## config.mk

```make
export PLATFORM = sky130hd
export DESIGN_NAME = line_xfer
export DESIGN_NICKNAME = d
export VERILOG_FILES = /design/src/rtl/line_xfer_pkg.sv /design/src/rtl/line_xfer.sv
export SDC_FILE = /design/constraint.sdc
export NUM_CORES = 1
export LEC_CHECK = 0
export BUFFER_PORTS_ARGS = -buffer_cell sky130_fd_sc_hd__buf_4
export CAP_MARGIN = 20
export CORE_MARGIN = 4
export CORE_UTILIZATION = 38
export CTS_BUF_LIST = sky130_fd_sc_hd__clkbuf_4
export DETAILED_ROUTE_END_ITERATION = 7
export PLACE_DENSITY = 0.83
export SLEW_MARGIN = 10
export SYNTH_ARGS = -nofsm -noshare
export SYNTH_HDL_FRONTEND = slang
export SYNTH_SLANG_ARGS = --single-unit
```

## constraint.sdc

```tcl
create_clock -name clk -period 2.4 [get_ports clk]
set_clock_uncertainty 0.1 [all_clocks]
set_input_delay 0.12 -clock clk [delete_from_list [all_inputs] [get_ports clk]]
set_output_delay 0.12 -clock clk [all_outputs]
set_load 0.02 [all_outputs]
```

## src/rtl/line_xfer_pkg.sv

```systemverilog
// line_xfer_pkg: FSM state encoding and line-geometry constants for line_xfer.
package line_xfer_pkg;
  typedef enum logic [1:0] {IDLE, WB, RD, DONE} state_t;
  localparam int DEF_ADDR_LEN = 11;
  localparam int DEF_OFS_LEN = 3;
  function automatic int line_words(input int ofs_len);
    return 1 << ofs_len;
  endfunction
  localparam int DEF_LINE_WORDS = line_words(DEF_OFS_LEN);
endpackage

```

## src/rtl/line_xfer.sv

```systemverilog
// line_xfer: moves one cache line between cache and memory (victim write-back, then refill).
module line_xfer
  import line_xfer_pkg::*;
#(
  parameter int ADDR_LEN = DEF_ADDR_LEN,
  parameter int OFS_LEN = DEF_OFS_LEN
) (
  input  logic                         clk,
  input  logic                         rst,
  input  logic                         req,
  input  logic                         req_wb,
  input  logic                         req_rd,
  input  logic [ADDR_LEN-OFS_LEN-1:0]  wb_line,
  input  logic [ADDR_LEN-OFS_LEN-1:0]  rd_line,
  output logic                         busy,
  output logic                         done,
  output logic [OFS_LEN-1:0]           wb_idx,
  input  logic [31:0]                  wb_data,
  output logic                         fill_we,
  output logic [OFS_LEN-1:0]           fill_idx,
  output logic [31:0]                  fill_data,
  output logic [ADDR_LEN-1:0]          mem_addr,
  output logic                         mem_wr_req,
  output logic [31:0]                  mem_wr_data,
  input  logic [31:0]                  mem_rd_data
);
  localparam int LINE_WORDS = line_words(OFS_LEN);
  localparam int LINE_LEN = ADDR_LEN - OFS_LEN;
  localparam logic [OFS_LEN:0] LAST_WB = (OFS_LEN+1)'(LINE_WORDS - 1);
  localparam logic [OFS_LEN:0] LAST_RD = (OFS_LEN+1)'(LINE_WORDS);
  state_t state, next;
  logic [OFS_LEN:0] cnt;
  logic [LINE_LEN-1:0] wb_line_q, rd_line_q;
  logic rd_q;
  // cnt restarts on every phase change so each phase starts at word 0
  always_ff @(posedge clk or posedge rst) begin
    if (rst) begin
      state <= IDLE;
      cnt <= '0;
      wb_line_q <= '0;
      rd_line_q <= '0;
      rd_q <= 1'b0;
    end else begin
      state <= next;
      cnt <= (state == next && (state == WB || state == RD)) ? cnt + 1'b1 : '0;
      if (state == IDLE && req) begin
        wb_line_q <= wb_line;
        rd_line_q <= rd_line;
        rd_q <= req_rd;
      end
    end
  end
  always_comb begin
    next = state;
    unique case (state)
      IDLE: next = !req ? IDLE : req_wb ? WB : req_rd ? RD : DONE;
      WB:   next = cnt != LAST_WB ? WB : rd_q ? RD : DONE;
      RD:   next = cnt != LAST_RD ? RD : DONE;
      default: next = IDLE;
    endcase
  end
  // RD runs one extra cycle: fill lags the address by the memory's read register
  always_comb begin
    busy = state != IDLE;
    done = state == DONE;
    mem_wr_req = state == WB;
    fill_we = state == RD && cnt != '0;
    wb_idx = mem_wr_req ? cnt[OFS_LEN-1:0] : '0;
    fill_idx = fill_we ? OFS_LEN'(cnt - 1'b1) : '0;
    fill_data = fill_we ? mem_rd_data : '0;
    mem_wr_data = mem_wr_req ? wb_data : '0;
    mem_addr = mem_wr_req ? {wb_line_q, cnt[OFS_LEN-1:0]}
             : (state == RD && !cnt[OFS_LEN]) ? {rd_line_q, cnt[OFS_LEN-1:0]} : '0;
  end
endmodule

```

==> impl_results.md, run 1 <==
* Status: finished clean
* Die W at 76.5 um
* Netlist cell types at 31
* Startpoint Class: flip-flop
* Slowest CP cell: dfrtp_1
* Max transition margin at between 40% and 50%
* Fin worst setup slack at around 0.19 ns
* Die height at roughly 76 um
* # rows at 24
* Clock network fraction of design power at roughly 5.8%
* Sum of negative setup slack at 0 ns
* PD cells at between 900 and 1000 nW/um2
* Ant. Diodes at 0
* Shortest period the worst path allows at 2.21 ns
* Layout cells sized above 1 at between 50% and 60%
* CP required at approximately 2.2 ns
* Final Setup Violations at 0
* Remaining antenna violation count at 0
* Crit path max fanout at 33
* Mapped Area at between 1500 and 2000 um2
* Post-route DRC violation count at 0
* Worst R2R Path Depth at 6
* Gr usage total at between 20% and 30%
* Synth area leaders: dfrtp_1, and2_1, mux2_2
* Final wirelength at about 6500 um
* Hold_ws at ~0.10 ns
* Syn Nets at ~280
* CTS Hold Buffers Added at 18
* Synth-to-Final Area Change at 86.1%
* Worst-Margin Slew at 0.863 ns
* Clock Path Buffers at 2
* Hold depth at 3
* Switching power at roughly 1.4 mW
* RSZ-0062 raised after global routing: no
* Crit-path max cell delay at approximately 0.47 ns
* Fmax at between 400 and 500 MHz
* # H-tree levels at 1
* Starting DRT DRC Count at 49
* Final hold vios at 0
* CTS buffer count at 3
* Seq pwr share at between 20% and 30%
* Clock latency on the worst-skew pair at about 0.31 ns
* Core outline area at approximately 4400 um2
* Part of the cycle the worst path needs at 92.1%
* Routability Congestion at around 0.78
* DP HPWL at roughly 5200 um
* #FFs+latches synth at 23
* Peak supply drop at 0.845 mV
* Max cap viols at 0
* Die area at approximately 5800 um2
* Leak at between 1.5 and 2 nW
* Min-Delay Path Class: in2reg
* CTS sink count at 23
* Clk pin slew, worst setup/hold paths at approximately 0.13 ns
* Register area share after synthesis at around a third
* Synthesized instance count at roughly 190
* PortBufs at 169
* Post-CTS Setup Bufs at 0
* Sw Ratio at ~46%
* Initial antenna violation count at 0
* Wire per inst at about 15 um
* Worst Setup Path Type: reg2out
* Setup WS pre-CTS at 0.452 ns
* Critical Path AT at between 1.5 and 2 ns
* Initial Utilization at 40.1%
* CTS resizes at 0
* Routed vias/inst at ~4.5
* Combinational share of power at a little under three quarters
* GRT Residual Overflow at 0
* CTS tree: done
* Largest net degree at the start of global routing at 34
* Clock Tree Root: clkbuf_4
* Worst Setup End Kind: primary output
* Yosys top cell area share at between 30% and 40%
* Design Power at 3.05 mW
* Largest area contributor in the synthesized netlist: dfrtp_1
* Max-slew violation count at 0
* First-pass GRT wire length at between 10000 and 15000 um
* CP Cell Sequence: inv_1 -> ha_1 -> nand2b_4 -> o21ai_2 -> inv_1 -> buf_4 -> and2_1 -> buf_4
* Via count at about 1.9k
* Int Power at about 1.7 mW
* Top Ports at 170
* Reg2Reg Setup Slack at 0.46 ns
* Drt first pass iters at 4
* Synth warn at 0
* Syn Area/Cell at slightly below 10 um2
* Nets@finish at roughly 460
* Vias in the first global route at 2041
[registers in the layout, summed over array words and instances, names as in the netlist]
register and cells:
wb_line_q 8, state 2, rd_q 1, rd_line_q 8
cnt 4
[stage by stage]
step	util, %	std cells	instance area (um2)
global placement	69.9	401	3110
CTS	74.5	423	3310
detailed placement	69.9	401	3110
finish	74.5	423	3310
global route	74.5	423	3310
floorplan	-	185	1780
[cell type report]
class	count	area (um2)
multi-input combinational	141	1110
fill	340	1130
clock buffer	3	22.5
sequential	23	576
timing repair buffer	193	1490
inverter	10	37.5
clock inverter	1	5.00
tap	52	65.1
[cells by family after synthesis]
| family | after synthesis | share of synthesized area, % |
|---|---|---|
| mux | 26 | 16.5 |
| simple gates | 93 | 33.0 |
| fa+ha+maj | 7 | 4.92 |
| compound gates | 11 | 6.18 |
| buf+inv | 21 | 5.13 |
| flops | 23 | 32.3 |
| xor+xnor | 4 | 1.97 |
[per-layer routing]
metal	routed length, um	part of all wire (%)	global-route usage (%)
met1	2450	37	23.8
met2	3840	59	42.7
met3	163	2.5	2.72
met4	97	1.5	4.35
met5	0	0	0
[final timing paths]
path	start	to
hold reg to reg	rd_line_q[4]$_DFFE_PP0P_	rd_line_q[4]$_DFFE_PP0P_
setup / recovery	cnt[0]$_DFF_PP0_	fill_data[6]
hold / removal	req_wb	state[1]$_DFF_PP0_
max in group asynchronous	rst	wb_line_q[2]$_DFFE_PP0P_
min in group asynchronous	rst	cnt[3]$_DFF_PP0_
setup reg to reg	state[0]$_DFF_PP0_	cnt[2]$_DFF_PP0_
[Yosys cell counts]
cell type	instances
nand2b_4	1
ha_1	7
a211oi_1	4
nand3b_1	1
buf_6	1
nand4b_4	1
a21boi_2	1
nor2_1	13
and3b_1	2
a31oi_4	1
clkbuf_1	6
and2_1	67
dfrtp_1	23
mux2i_1	8
nor2b_1	2
nand2_1	1
nand3_1	1
mux2_2	17
inv_2	1
xnor2_1	4
o21ai_2	1
nand4b_1	1
inv_1	9
buf_2	4
nand2_2	1
nor3b_2	1
a31oi_1	1
nor3b_1	1
a21oi_1	2
o32a_4	1
mux2i_4	1
[cell usage in the layout, fill, tap and decap left out, types with 2 or more instances in the layout]
cell type	Yosys	routed
xnor2_1	4	4
ha_1	7	7
a211oi_1	4	4
dlygate4sd3_1	0	18
inv_1	9	9
mux2_2	17	17
dfrtp_1	23	23
a21oi_1	2	2
clkbuf_4	0	3
and3b_1	2	2
and2_1	67	67
mux2i_1	8	8
nor2b_1	2	2
buf_4	0	175
nor2_1	13	13
[power groups by stage]
stage / Combinational [mW] / Sequential (mW) / Clock (mW)
after CTS: 2.20 / 0.666 / 0.188
after floorplan: 1.35 / 0.639 / 0
after global placement: 2.12 / 0.663 / 0
after detailed placement: 2.17 / 0.676 / 0
after global routing: 2.36 / 0.695 / 0.201
final: 2.20 / 0.675 / 0.178
[critical path, delay by kind of cell (launching register included)]
family | cells | cell delay, ns
buffers and inverters | 4 | 0.56
DFF | 1 | 0.47
and+or+nand+nor | 2 | 0.26
adders and majority gates | 1 | 0.20
AOI/OAI and AO/OA | 1 | 0.19
(Power assumes the default switching activity.)
==> run 2, diff against run 1 <==
Settings changed: CELL_PAD_IN_SITES_DETAIL_PLACEMENT from default to 1, CELL_PAD_IN_SITES_GLOBAL_PLACEMENT from default to 1, CORE_UTILIZATION 38 to 23, CTS_CLUSTER_SIZE from default to 28, PLACE_DENSITY 0.83 to default, PLACE_DENSITY_LB_ADDON from default to 0.1.
Clock period 2.4 ns to 1.8 ns, I/O delays scaled along.
==> run 2 against run 1 <==
  * The run now ends with setup timing left
  * Combinational power grew 93%
  * Critical path depth is the same
  * Cell count grew 18%
  * Clock power grew 49%
  * Power grew 78%
  * Via count grew 10%
  * Cell area grew 27%
  * Routed wire length grew 31%
  * Largest power group unchanged
  * Non-clock buffer count grew 29
  * Worst hold slack lost 0.062 ns
  * Worst setup slack lost 0.34 ns
  * Largest cell class unchanged
==> impl_results.md, run 2 (synthesis gave the netlist of run 1 again) <==
* Status: finished, violations left
* Failing checks: setup timing
* CTS buffer count at 3
* Worst Setup End Kind: primary output
* Top Ports at between 150 and 200
* Worst-Margin Slew at around 0.35 ns
* Max cap viols at 0
* Synth-to-Final Area Change at 137%
* GR met2 Demand/Resource at 30.2%
* Critical Path AT at ~1.8 ns
* Worst R2R Path Depth at 7
* Clock latency on the worst-skew pair at roughly 0.32 ns
* Peak supply drop at about 0.7 mV
* Startpoint Class: flip-flop
* Most frequent cells in the layout: buf_4, buf_6, and2_4
* Fmax at a little over 500 MHz
* CTS tree: done
* First-pass GRT wire length at 11500 um
* # rows at 31
* GRT Residual Overflow at 0
* Commonest non-fill, non-tap cell in the layout: buf_4
* GR peak layer: met2
* DP HPWL at 5980 um
* Crit path max fanout at 8
* Gr usage total at ~16%
* Ant. Diodes at 0
* Min-Delay Path Class: in2reg
* Largest net degree at the start of global routing at 34
* Hold_ws at around 0.042 ns
* Part of the cycle the worst path needs at 108%
* Clk pin slew, worst setup/hold paths at 0.13 ns
* Hold depth at 3
* Max-slew violation count at 0
* Post-route DRC violation count at 0
* Initial antenna violation count at 0
* Drt first pass iters at 4
* Clock Tree Root: clkbuf_4
* PD cells at 1290 nW/um2
* Setup WS pre-CTS at around 0.032 ns
* Sum of negative setup slack at -5.47 ns
* Clock Path Buffers at 2
* Hold path startpoint: req_wb
* Design Power at 5.45 mW
* CP required at 1.61 ns
* GR Layer Usage met1 at between 10% and 20%
* PortBufs at 169
* Final hold vios at 0
* Final wirelength at approximately 8600 um
* Final std cell area, no fill at ~4200 um2
* Remaining antenna violation count at 0
* Vias in the first global route at about 2.3k
* Wire per inst at ~17 um
* Max transition margin at between 70% and 80%
* Shortest period the worst path allows at 1.95 ns
* Terminus of the critical flop-to-flop path: cnt[1]$_DFF_PP0_
* Die area at about 9200 um2
* Biggest regs: rd_line_q: 8 flops, wb_line_q: 8 flops, cnt: 4 flops
* Nets@finish at ~490
* Core outline area at 7370 um2
* Min-Delay Endpoint: state[1]$_DFF_PP0_
* Met3 usage at 1.80%
* Fin worst setup slack at -0.149 ns
* Leak at 2.07 nW
* Reg2Reg Launch Point: cnt[1]$_DFF_PP0_
* Routability Congestion at 0.714
* Crit path launch: cnt[1]$_DFF_PP0_
* Routed vias/inst at ~4.2
* Dpl cell area at 3250 um2
* # H-tree levels at 1
* CTS sink count at 23
* Final Setup Violations at 48
* RSZ-0062 raised after global routing: yes
* Via count at ~2.1k
* Die W at between 90 and 100 um
* Reg2Reg Setup Slack at -0.07 ns
* Worst Setup Path Type: reg2out
* Layout cells sized above 1 at between 70 and 80%
* Initial Utilization at 24.2%
* Starting DRT DRC Count at 46
* Die height at around 96 um
-- run 2: cell type report --
cell class	count	area, um2
Multi-Input combinational cell	141	1440
Timing Repair Buffer	222	2000
Fill cell	811	3160
Tap cell	99	124
Clock buffer	4	30.0
Sequential cell	23	577
Inverter	10	42.5
-- run 2: worst max-delay path by stage --
stage,to,slack (ns)
after floorplan,mem_addr[6],0.01
after global placement,cnt[1]$_DFF_PP0_,0.09
after detailed placement,cnt[0]$_DFF_PP0_,0.03
after CTS,cnt[0]$_DFF_PP0_,-0.12
after global routing,fill_data[0],-0.25
final,fill_data[3],-0.15
-- run 2: metal layers --
layer | wire length, um | up-vias | share of wire [%]
li1 | - | 1031 | -
met1 | 3190 | 1031 | 37
met2 | 5050 | 39 | 59
met3 | 217 | 10 | 2.5
met4 | 134 | 0 | 1.6
met5 | 0 | - | 0
-- run 2: where the power goes --
part	internal [mW]	switching, mW	total, mW	leakage [nW]
Combinational	2.23	2.02	4.24	1.77
Sequential	0.748	0.188	0.935	0.279
Clock	0.102	0.164	0.266	0.0184
Total	3.07	2.37	5.45	2.07
-- run 2: timing repair --
item                       in CTS  in global routing
buffers inserted                8                  9
hold endpoints to repair       40                  0
resized for setup              76                 80
gates cloned                    1                  3
hold buffers                   18                  0
pin swaps                       3                 14
setup endpoints to repair      79                102
-- run 2: worst max-delay path, cell delays in order (launching register included) --
cell	delay, ns
dfrtp_1	0.44
inv_2	0.10
ha_4	0.14
nand2b_4	0.06
o21ai_4	0.16
inv_4	0.09
clkbuf_16	0.17
and2_4	0.15
buf_6	0.12
-- run 2: through the flow --
stage | cells | utilization [%]
2_1_floorplan | 185 | -
4_1_cts | 489 | 51.8
5_1_grt | 499 | 57.2
3_3_place_gp | 458 | 44.2
3_5_place_dp | 458 | 44.2
6_report | 499 | 57.2
==> run 3, diff against run 2 <==
Settings changed: CELL_PAD_IN_SITES_GLOBAL_PLACEMENT 1 to 2, CORE_UTILIZATION 23 to 17, SLEW_MARGIN 10 to default.
==> run 3 against run 2 <==
  * The run still ends with setup timing left
  * Cell area down 0.39%
  * Register-to-register slack better by 0.03 ns
  * Flip-flop and latch count unchanged
  * Worst setup slack gained 0.059 ns
  * Sequential power down 4.9%
  * Maximum frequency grew 3.1%
  * Critical path type unchanged
  * Critical endpoint is now mem_wr_data[19]
  * Largest power group unchanged
==> impl_results.md, run 3 (synthesis gave the netlist of run 1 again) <==
* Worst Setup Path Type: reg2out
* Status: finished, violations left
* Max cap viols at 0
* Wire per inst at around 16 um
* Largest net degree at the start of global routing at 34
* Max-slew violation count at 0
* Design Power at ~5.3 mW
* Die W at 110 um
* PD cells at ~1300 nW/um2
* Clock Path Buffers at 2
* Drt first pass iters at 3
* Clock latency on the worst-skew pair at 0.32 ns
* Top Ports at 170
* Clock Tree Root: clkbuf_4
* CTS tree: done
* Hold depth at 3
* Hold path startpoint: req_wb
* GRT Residual Overflow at 0
* DP HPWL at 6430 um
* Leak at around 2 nW
* Startpoint Class: flip-flop
* Synth-to-Final Area Change at 136%
* Dpl cell area at around 3300 um2
* Via count at about 2.1k
* Clk pin slew, worst setup/hold paths at 0.14 ns
* Initial antenna violation count at 0
* Die height at ~110 um
* Final hold vios at 0
* Fin worst setup slack at -0.0895 ns
* Routability Congestion at between 0.7 and 0.8
* Most frequent cells in the layout: buf_4, buf_6, and2_4
* Terminus of the critical flop-to-flop path: cnt[0]$_DFF_PP0_
* First-pass GRT wire length at about 12000 um
* Crit path max fanout at 16
* Final Setup Violations at 65
* Final wirelength at around 8500 um
* Routed vias/inst at ~3.9
* Nets@finish at between 400 and 500
* Vias in the first global route at approximately 2.1k
* Starting DRT DRC Count at 70
* CTS buffer count at 3
* Remaining antenna violation count at 0
* Critical Path AT at 1.70 ns
* Ant. Diodes at 0
* Biggest regs: rd_line_q: 8 flops, wb_line_q: 8 flops, cnt: 4 flops
* Peak supply drop at roughly 0.70 mV
* Worst R2R Path Depth at 7
* Worst-Margin Slew at between 0.3 and 0.4 ns
* # H-tree levels at 1
* CTS sink count at 23
* Part of the cycle the worst path needs at 105%
* Min-Delay Path Class: in2reg
* Commonest non-fill, non-tap cell in the layout: buf_4
* Min-Delay Endpoint: state[1]$_DFF_PP0_
* Post-route DRC violation count at 0
* Final core occ at about two fifths
* # rows at 37
* Worst Setup End Kind: primary output
* Die area at 12200 um2
* Max transition margin at between 70% and 80%
* Fmax at between 500 and 600 MHz
* Hold_ws at between 0.04 and 0.05 ns
* Reg2Reg Launch Point: cnt[1]$_DFF_PP0_
* Setup WS pre-CTS at 0.0235 ns
* Final std cell area, no fill at about 4200 um2
* # fillers at about 1.2k
* Layout cells sized above 1 at between 70% and 80%
* Reg2Reg Setup Slack at -0.04 ns
* RSZ-0062 raised after global routing: yes
* CP required at ~1.6 ns
* Gr usage total at about an eighth
* Shortest period the worst path allows at 1.89 ns
* PortBufs at 169
* Core outline area at around 10000 um2
* Initial Utilization at roughly 17%
* Failing checks: setup timing
-- run 3: changes by cell type in the layout (fill, tap and decap cells not counted), moves of 4 or more --
cell / previous run / this run
buf_4: 142 / 149
buf_6: 56 / 52
nor2_1: 3 / 10
nor2_4: 6 / 2
-- run 3: area by class of cell --
class                      instances  area (um2)  share of cell area (%)
clock buffer                       4        30.0                   0.715
inverter                          10        42.5                    1.01
multi-input combinational        141        1390                    33.0
sequential                        23         578                    13.8
tap                              136         170                    4.05
timing repair buffer             224        1990                    47.5
-- run 3: metrics by stage --
step	setup TNS, ns	instances
2_1_floorplan	0	185
3_3_place_gp	0	496
3_5_place_dp	0	496
4_1_cts	-4.16	528
5_1_grt	-9.08	538
6_report	-3.42	538
-- run 3: routing by layer --
layer	GRT usage (%)	wire length [um]
met1	15.2	3240
met2	23.5	5080
met3	1.86	229
met4	1.58	0
met5	0	0
-- run 3: repair_timing --
action,4_1_cts,5_1_grt
gates resized for setup,59,79
pin swaps,4,26
setup endpoints to repair,83,86
endpoints found under the hold margin,40,0
buffers inserted,8,9
hold buffers,18,0
gates cloned,2,2
-- run 3: worst max-delay path, cell delays in order, from the launching register on --
cell and delay [ns]:
dfrtp_2 0.46, buf_6 0.13, ha_4 0.19, buf_4 0.16
buf_16 0.14, and2_1 0.14, buf_4 0.15
-- run 3: worst max path at each step --
stage                       start          endpoint  slack [ns]
2_1_floorplan  state[1]$_DFF_PP0_       mem_addr[6]        0.01
3_3_place_gp   state[1]$_DFF_PP0_       mem_addr[3]        0.08
3_5_place_dp   state[0]$_DFF_PP0_  cnt[0]$_DFF_PP0_        0.02
4_1_cts        state[1]$_DFF_PP0_       mem_addr[5]       -0.11
5_1_grt        state[1]$_DFF_PP0_       mem_addr[9]       -0.18
6_report       state[0]$_DFF_PP0_   mem_wr_data[19]       -0.09
-- run 3: report_power, final --
group / switching (mW) / internal [mW] / total, mW
clock network: 0.165 / 0.102 / 0.266
logic: 1.97 / 2.17 / 4.15
registers: 0.140 / 0.749 / 0.889
